--- config.mk ---
export PLATFORM = sky130hd
export DESIGN_NAME = toeplitz_colstream
export DESIGN_NICKNAME = d
export VERILOG_FILES = /design/src/rtl/toeplitz_colstream.sv
export SDC_FILE = /design/constraint.sdc
export NUM_CORES = 2
export LEC_CHECK = 0
export ABC_AREA = 1
export ABC_CLOCK_PERIOD_IN_PS = 2400
export CORE_MARGIN = 2
export CORE_UTILIZATION = 41
export CTS_CLUSTER_DIAMETER = 120
export DETAILED_ROUTE_END_ITERATION = 16
export PLACE_DENSITY = 0.64
export SYNTH_ARGS = -nofsm -noshare
export SYNTH_HDL_FRONTEND = slang
export SYNTH_SLANG_ARGS = --single-unit
--- constraint.sdc ---
create_clock -name clk -period 2.4 [get_ports clk]
set_input_delay 0.36 -clock clk [delete_from_list [all_inputs] [get_ports clk]]
set_output_delay 0.36 -clock clk [all_outputs]
set_load 0.02 [all_outputs]
--- src/rtl/toeplitz_colstream.sv ---
// Streaming Toeplitz column generator for the privacy-amplification datapath.
// It holds an N+L-1 bit seed and emits columns 0, STRIDE, ..., N-STRIDE, one
// per valid/ready beat. Passes can run single-shot or wrap continuously, and
// a pass can be aborted. A pass counter records the completed passes.
//
// Optional feature (macro TOEPLITZ_SHADOW_SEED_EN): a shadow seed register
// accepts one new seed while a pass is running. The new seed takes effect
// from column 0 of the pass that follows the next last beat or abort.
//
// state    | meaning
// ---------+---------------------------------------------------------------
// ST_IDLE  | no seed held; waiting for the first seed
// ST_ARMED | seed loaded; waiting for start (seeds may still be reloaded)
// ST_RUN   | streaming columns; out_valid = busy = 1
module toeplitz_colstream #(
    parameter  int N      = 256,
    parameter  int L      = 128,
    parameter  int STRIDE = 1,
    parameter  int PCW    = 16,
    localparam int SW     = N + L - 1,
    localparam int IW     = (N > 1) ? $clog2(N) : 1
) (
    input  logic            clk,
    input  logic            reset,
    input  logic [SW-1:0]   seed,
    input  logic            seed_valid,
    output logic            seed_ready,
    input  logic            start,
    input  logic            cont,
    input  logic            abort,
    output logic [L-1:0]    out_col,
    output logic [IW-1:0]   out_idx,
    output logic            out_valid,
    input  logic            out_ready,
    output logic            out_last,
    output logic            busy,
    output logic [PCW-1:0]  pass_cnt
);

    typedef enum logic [1:0] {
        ST_IDLE  = 2'd0,
        ST_ARMED = 2'd1,
        ST_RUN   = 2'd2
    } state_t;

    state_t          state_q, state_d;
    logic [SW-1:0]   seed_reg_q, seed_reg_d;
    logic [SW-1:0]   sr_q, sr_d;
    logic [IW-1:0]   idx_q, idx_d;
    logic [PCW-1:0]  pass_cnt_q, pass_cnt_d;
    logic            run;
    logic            at_last;
    logic            seed_acc;

`ifdef TOEPLITZ_SHADOW_SEED_EN
    logic [SW-1:0]   shadow_q, shadow_d;
    logic            pending_q, pending_d;
`endif

    assign run      = (state_q == ST_RUN);
    // With STRIDE == N the only index ever seen is 0, so every beat is last.
    assign at_last  = (idx_q == IW'(N - STRIDE));

`ifdef TOEPLITZ_SHADOW_SEED_EN
    assign seed_ready = run ? ~pending_q : 1'b1;
`else
    assign seed_ready = ~run;
`endif

    assign seed_acc  = seed_valid & seed_ready;
    assign out_col   = sr_q[L-1:0];
    assign out_idx   = idx_q;
    assign out_valid = run;
    assign busy      = run;
    assign out_last  = run & at_last;
    assign pass_cnt  = pass_cnt_q;

    // Next-state and datapath updates for seed load, streaming, wrap and abort.
    always_comb begin
        state_d    = state_q;
        seed_reg_d = seed_reg_q;
        sr_d       = sr_q;
        idx_d      = idx_q;
        pass_cnt_d = pass_cnt_q;
`ifdef TOEPLITZ_SHADOW_SEED_EN
        shadow_d   = shadow_q;
        pending_d  = pending_q;
`endif
        case (state_q)
            ST_IDLE, ST_ARMED: begin
                if (seed_acc) begin
                    seed_reg_d = seed;
                    sr_d       = seed;
                    idx_d      = '0;
                    state_d    = ST_ARMED;
                end
                // start and a seed accept together: RUN begins on the new seed.
                if (state_q == ST_ARMED && start) begin
                    state_d = ST_RUN;
                end
            end
            ST_RUN: begin
                if (abort) begin
                    // The beat presented this cycle is dropped, not consumed.
                    state_d = ST_ARMED;
                    sr_d    = seed_reg_q;
                    idx_d   = '0;
`ifdef TOEPLITZ_SHADOW_SEED_EN
                    if (pending_q) begin
                        seed_reg_d = shadow_q;
                        sr_d       = shadow_q;
                        pending_d  = 1'b0;
                    end
`endif
                end else if (out_ready) begin
                    if (at_last) begin
                        pass_cnt_d = pass_cnt_q + PCW'(1);
                        sr_d       = seed_reg_q;
                        idx_d      = '0;
                        state_d    = cont ? ST_RUN : ST_ARMED;
`ifdef TOEPLITZ_SHADOW_SEED_EN
                        if (pending_q) begin
                            seed_reg_d = shadow_q;
                            sr_d       = shadow_q;
                            pending_d  = 1'b0;
                        end
`endif
                    end else begin
                        sr_d  = sr_q >> STRIDE;
                        idx_d = idx_q + IW'(STRIDE);
                    end
                end
`ifdef TOEPLITZ_SHADOW_SEED_EN
                // Only taken when nothing is pending, so it never races the swap above.
                if (seed_acc) begin
                    shadow_d  = seed;
                    pending_d = 1'b1;
                end
`endif
            end
            default: begin
                state_d = ST_IDLE;
            end
        endcase
    end

    // State and datapath registers with synchronous active-high reset.
    always_ff @(posedge clk) begin
        if (reset) begin
            state_q    <= ST_IDLE;
            seed_reg_q <= '0;
            sr_q       <= '0;
            idx_q      <= '0;
            pass_cnt_q <= '0;
        end else begin
            state_q    <= state_d;
            seed_reg_q <= seed_reg_d;
            sr_q       <= sr_d;
            idx_q      <= idx_d;
            pass_cnt_q <= pass_cnt_d;
        end
    end

`ifdef TOEPLITZ_SHADOW_SEED_EN
    // Shadow seed holding register and its pending flag.
    always_ff @(posedge clk) begin
        if (reset) begin
            shadow_q  <= '0;
            pending_q <= 1'b0;
        end else begin
            shadow_q  <= shadow_d;
            pending_q <= pending_d;
        end
    end
`endif

endmodule

### Word-level counts from Yosys, hierarchy flattened

Cells that the tools add are included.

| operators by class | value |
|---|---|
| add/sub/neg operators | 2 |
| equality and inequality tests | 7 |
| muxes and demuxes | 17 |
| bitwise gates (word level) | 4 |
| reduce and logical (&&, ||, !) cells | 8 |

Operator list:

| kind | number |
|---|---|
| 383-bit 2-to-1 mux | 4 |
| 383-bit one-hot mux with 2 select lines | 1 |
| 8-bit 2-to-1 mux | 4 |
| 16-bit by 1-bit adder with 16-bit output, second input constant | 1 |
| 8-bit one-hot mux with 2 select lines | 1 |
| 2-bit 2-to-1 mux | 6 |
| 8-bit by 1-bit adder with 8-bit output, second input constant | 1 |
| 8-bit equality test, second input constant | 1 |
| 3-bit inequality test, second input constant | 2 |
| 3-bit AND reduction | 2 |
| 2-bit one-hot mux with 2 select lines | 1 |
| 4-bit AND reduction | 1 |
| 3-bit by 2-bit inequality test with 1-bit output, second input constant | 1 |
| 1-bit AND | 2 |
| 2-bit by 1-bit equality test with 1-bit output, second input constant | 1 |
| 2-bit equality test, second input constant | 1 |
| 2-bit zero test | 1 |
| 2-bit inequality test, second input constant | 1 |
| 1-bit inverter | 2 |
| 2-bit AND reduction | 1 |
| 2-bit nonzero test | 1 |
| 2-bit OR reduction | 1 |
| 1-bit logical AND | 1 |

| word-level totals | value |
|---|---|
| flip-flop bits (word level) | 792 |
| input port bits | 390 |
| output and inout port bits | 156 |
| logic and storage cells | 43 |

### Depth between registers and ports, before layout

| depth | value |
|---|---|
| depth in word-level cells | 6 |
| gate-level depth with buffers | 11 |
| mapped depth without buffers | 9 |

### Least setup slack after synthesis

No wires, ideal clock.

| path | value |
|---|---|
| path kind | register to output |
| start | register idx_q[0], in the netlist out_idx[0] |
| end | output out_last |
| arrival | 1.605 ns |
| required time | 2.040 ns |
| path slack | 0.435 ns |
| stages on the path, launching flop included | 7 |
| path buffers | 1 |
| cell sequence | dfxtp_1 ha_1 nand2_1 nor2_1 nand2_1 clkbuf_1 nor2_1 |

| on the way | value |
|---|---|
| word-level cells in the longest chain between the ends | 2 |

Ends and longest elaborated chain:

| what | RTL line | RTL |
|---|---|---|
| start: declaration | 49 | `logic [IW-1:0] idx_q, idx_d;` |
| start signal: assignment | 159 | `idx_q <= idx_d;` |
| 8-bit equality test | 62 | `assign at_last = (idx_q == IW'(N - STRIDE));` |
| 1-bit AND | 75 | `assign out_last = run & at_last;` |
| end: declaration | 35 | `output logic out_last,` |

Every way passes these cells.

### Worst setup path after layout

| path | value |
|---|---|
| start | register idx_q[1], in the netlist out_idx[1] |
| end | output out_last |

Same word-level chain as after synthesis.

==> results.md <==
- Status: complete, no violations
- Post-synthesis instance area: 39300 um^2
- Worst vdd ir: 537 uV
- Worst endpoint required time: 2.04 ns
- Number of synthesized flops with an enable pin: 0
- Period minus WS final: 2.27 ns
- Worst setup SP type: flop
- Top post-synthesis cells by count: 1220 x nand2_1, 792 x dfxtp_1, 788 x a21oi_1
- Via density: 5.18
- Post-route ant nets: 0
- Worst-path fanout max: 4
- RSZ-0062 raised after global routing: no
- Syn. warnings: 0
- Leak: 22.2 nW
- Pin count of the biggest net entering global routing: 142
- TritonCTS clock tree: built
- Yosys reg bits: 792
- Dpl cell area: 45400 um^2
- First-pass GRT wire length: 190000 um
- Final hold vios: 0
- GRT Residual Overflow: 0
- DR iter-0 viols: 3619
- Setup-failing EPs final: 0
- Detailed Place HPWL: 75500 um
- Top-level I/O count: 546
- Slew margin rel.: 52.5%
- CTS root buffer: clkbuf_16
- Max Cap Viol: 0
- # rows: 113
- Hold depth: 3
- # hold bufs at CTS: 0
- H-Tree Level Count: 3
- Share of layout cells above drive strength 1: 4.81%
- Worst-margin pin slew: 0.713 ns
- Avg Cell Area, Syn: 6.78 um^2
- Async set-or-reset flop fraction in the synthesized netlist: 0%
- Mapped Cells: 5791
- Die X-Extent: 313 um
- Critical path class: reg2out
- Area share of the largest cell type after synthesis: 40.4%
- Die height: 313 um
- Worst-path cell chain: ha_2 > nand2_1 > nor2_4 > nand2_4 > nor2_1 > clkbuf_4
- Cell variety after synth: 26
- Yosys top cell by area: dfxtp_1
- Top_reg_cell synth: dfxtp_1
- Latest clock arrival within the worst-skew pair: 0.67 ns
- # clock sinks: 792
- Routed length per instance: 16.5 um
- Fin Setup TNS: 0 ns
- Total track usage: 23.6%
- Full die area: 98200 um^2
- Initial core utilization: 41.3%
- Final Skew: 0.0223 ns
- Fmax: 0.440 GHz
- Area delta synth->final: 23.3%
- R2r endpoint: sr_q[312]$_SDFFE_PP0P_
- Via Count: 37.8k
- CP max stage delay: 0.38 ns
- Setup crit end kind: output port
- Reg2reg setup slack: 0.35 ns
- Vias in the first global route: 34.5k
- Cell at the slowest stage of the critical path: dfxtp_1
- Final Max Tran Viols: 0
- Antenna violations before repair: 16
- Core Area: 95000 um^2
- DRT Pass-1 Iters: 6
- Period utilization: 94.6%
- Clock slew at reported path FFs: 0.06 ns
- Final WL: 120000 um
- Design area: 48400 um^2
- Maximum root-to-sink buffer count: 3
- Seq/Total Area, Yosys: 40.4%
- Hold Crit Start: seed[382]
- R2r startpoint: out_idx[1]$_SDFFE_PP0P_
- Worst hold endpoint: seed_reg_q[382]$_SDFFE_PP0P_
- CTS Buf Count: 91
- Largest cells by area after synthesis: dfxtp_1 40%, nand2_1 12%, a21oi_1 10%
- Worst hold path type: in2reg
- Total power: 0.0352 W
- PwrDens: 728 nW/um^2
- Final nets: 6355
- Port-buffer cells: 545
- R2r worst-path depth: 11
- DRC viols: 0
- Final Wtd Congestion: 0.864
- Synthesized netlist net count: 6183
- Crit path DAT: 1.91 ns
- Cell with the most instances after synthesis: nand2_1
==> worst max path at each step <==
stage                                  startpoint                      to  slack [ns]  cells past startpoint
after global placement                 seed_valid  sr_q[289]$_SDFFE_PP0P_        0.23                     10
after global routing      out_idx[1]$_SDFFE_PP0P_                out_last       0.002                      6
after detailed placement               seed_valid  sr_q[315]$_SDFFE_PP0P_        0.16                      9
final                     out_idx[1]$_SDFFE_PP0P_                out_last        0.13                      6
after CTS                 out_idx[1]$_SDFFE_PP0P_                out_last        0.03                      6
after floorplan           out_idx[0]$_SDFFE_PP0P_                out_last        0.44                      6
==> critical path: cells and delay by family, from the launching register on <==
| family | cells | cell delay [ns] |
|---|---|---|
| and+or+nand+nor | 4 | 0.45 |
| DFF | 1 | 0.38 |
| adders and majority gates | 1 | 0.21 |
| buffers and inverters | 1 | 0.21 |
==> where the power goes <==
part / switching (W) / internal (W) / total, W / leakage [nW]
Clock: 0.00578 / 0.00826 / 0.0140 / 1.47
Sequential: 0.000514 / 0.0144 / 0.0149 / 6.58
Combinational: 0.00359 / 0.00272 / 0.00631 / 14.1
==> registers in the layout, summed over array words and instances (netlist names) <==
signal	flops
seed_reg_q	383
sr_q	383
pass_cnt	16
out_idx	8
state_q	2
==> per-stage QoR <==
| step | hold slack [ns] | std cells | util [%] | worst slack (ns) |
|---|---|---|---|---|
| after floorplan | 0.429 | 5791 | - | 0.435 |
| after detailed placement | 0.441 | 7134 | 47.8 | 0.157 |
| after CTS | 0.272 | 7297 | 50.9 | 0.0294 |
| final | 0.331 | 7308 | 51.0 | 0.130 |
| after global placement | 0.437 | 7134 | 47.8 | 0.226 |
| after global routing | 0.319 | 7303 | 50.9 | 0.00153 |
==> metal layers <==
| layer | part of all wire, % | GRT usage (%) | vias to the layer above |
|---|---|---|---|
| met5 | 0.054 | 0 | - |
| met4 | 3.9 | 9.97 | 10 |
| met3 | 5.9 | 4.09 | 223 |
| met2 | 45 | 37.3 | 1013 |
| met1 | 45 | 31.6 | 17700 |
| li1 | - | - | 18900 |
==> placed cells by master (no fill, tap or decap), drive strengths merged <==
cell	instances
or2	1
ha	2
dfxtp	792
xnor2	1
clkbuf	129
nor2	32
nand2	1223
xor2	5
nor3	4
clkinv	20
inv	789
diode	11
nand3b	383
nand3	393
nand4	8
a21oi	788
o21ai	775
clkdlybuf4s50	541
clkinvlp	4
bufinv	6
dlygate4sd2	3
a31oi	1
o211a	1
buf	131
==> repair_timing <==
item,4_1_cts,5_1_grt
endpoints found under the setup margin,4,1
setup buffers,1,0
gates resized for setup,9,3
pin swaps,1,0
endpoints found under the hold margin,0,0
==> kinds of logic after synthesis <==
| family | Yosys count | synth area share (%) |
|---|---|---|
| AND/OR/NAND/NOR | 2044 | 24.6 |
| AO/OA/AOI/OAI | 1565 | 20.0 |
| buffers and inverters | 1382 | 14.9 |
| flip-flops | 792 | 40.4 |
| XOR/XNOR | 6 | 0.134 |
| adder cells (fa/ha/maj) | 2 | 0.0637 |
==> layout make-up <==
cell class / count / area, um^2
fillers: 9345 / 46600
multi-input cells: 3617 / 17600
flip-flops and latches: 792 / 15900
repair buffers: 676 / 7370
inverters: 785 / 2970
clock buffers: 128 / 2620
well taps: 1265 / 1580
clock inverters: 34 / 372
diodes: 11 / 27.5
Note: power is estimated with default switching activity, not from simulation.
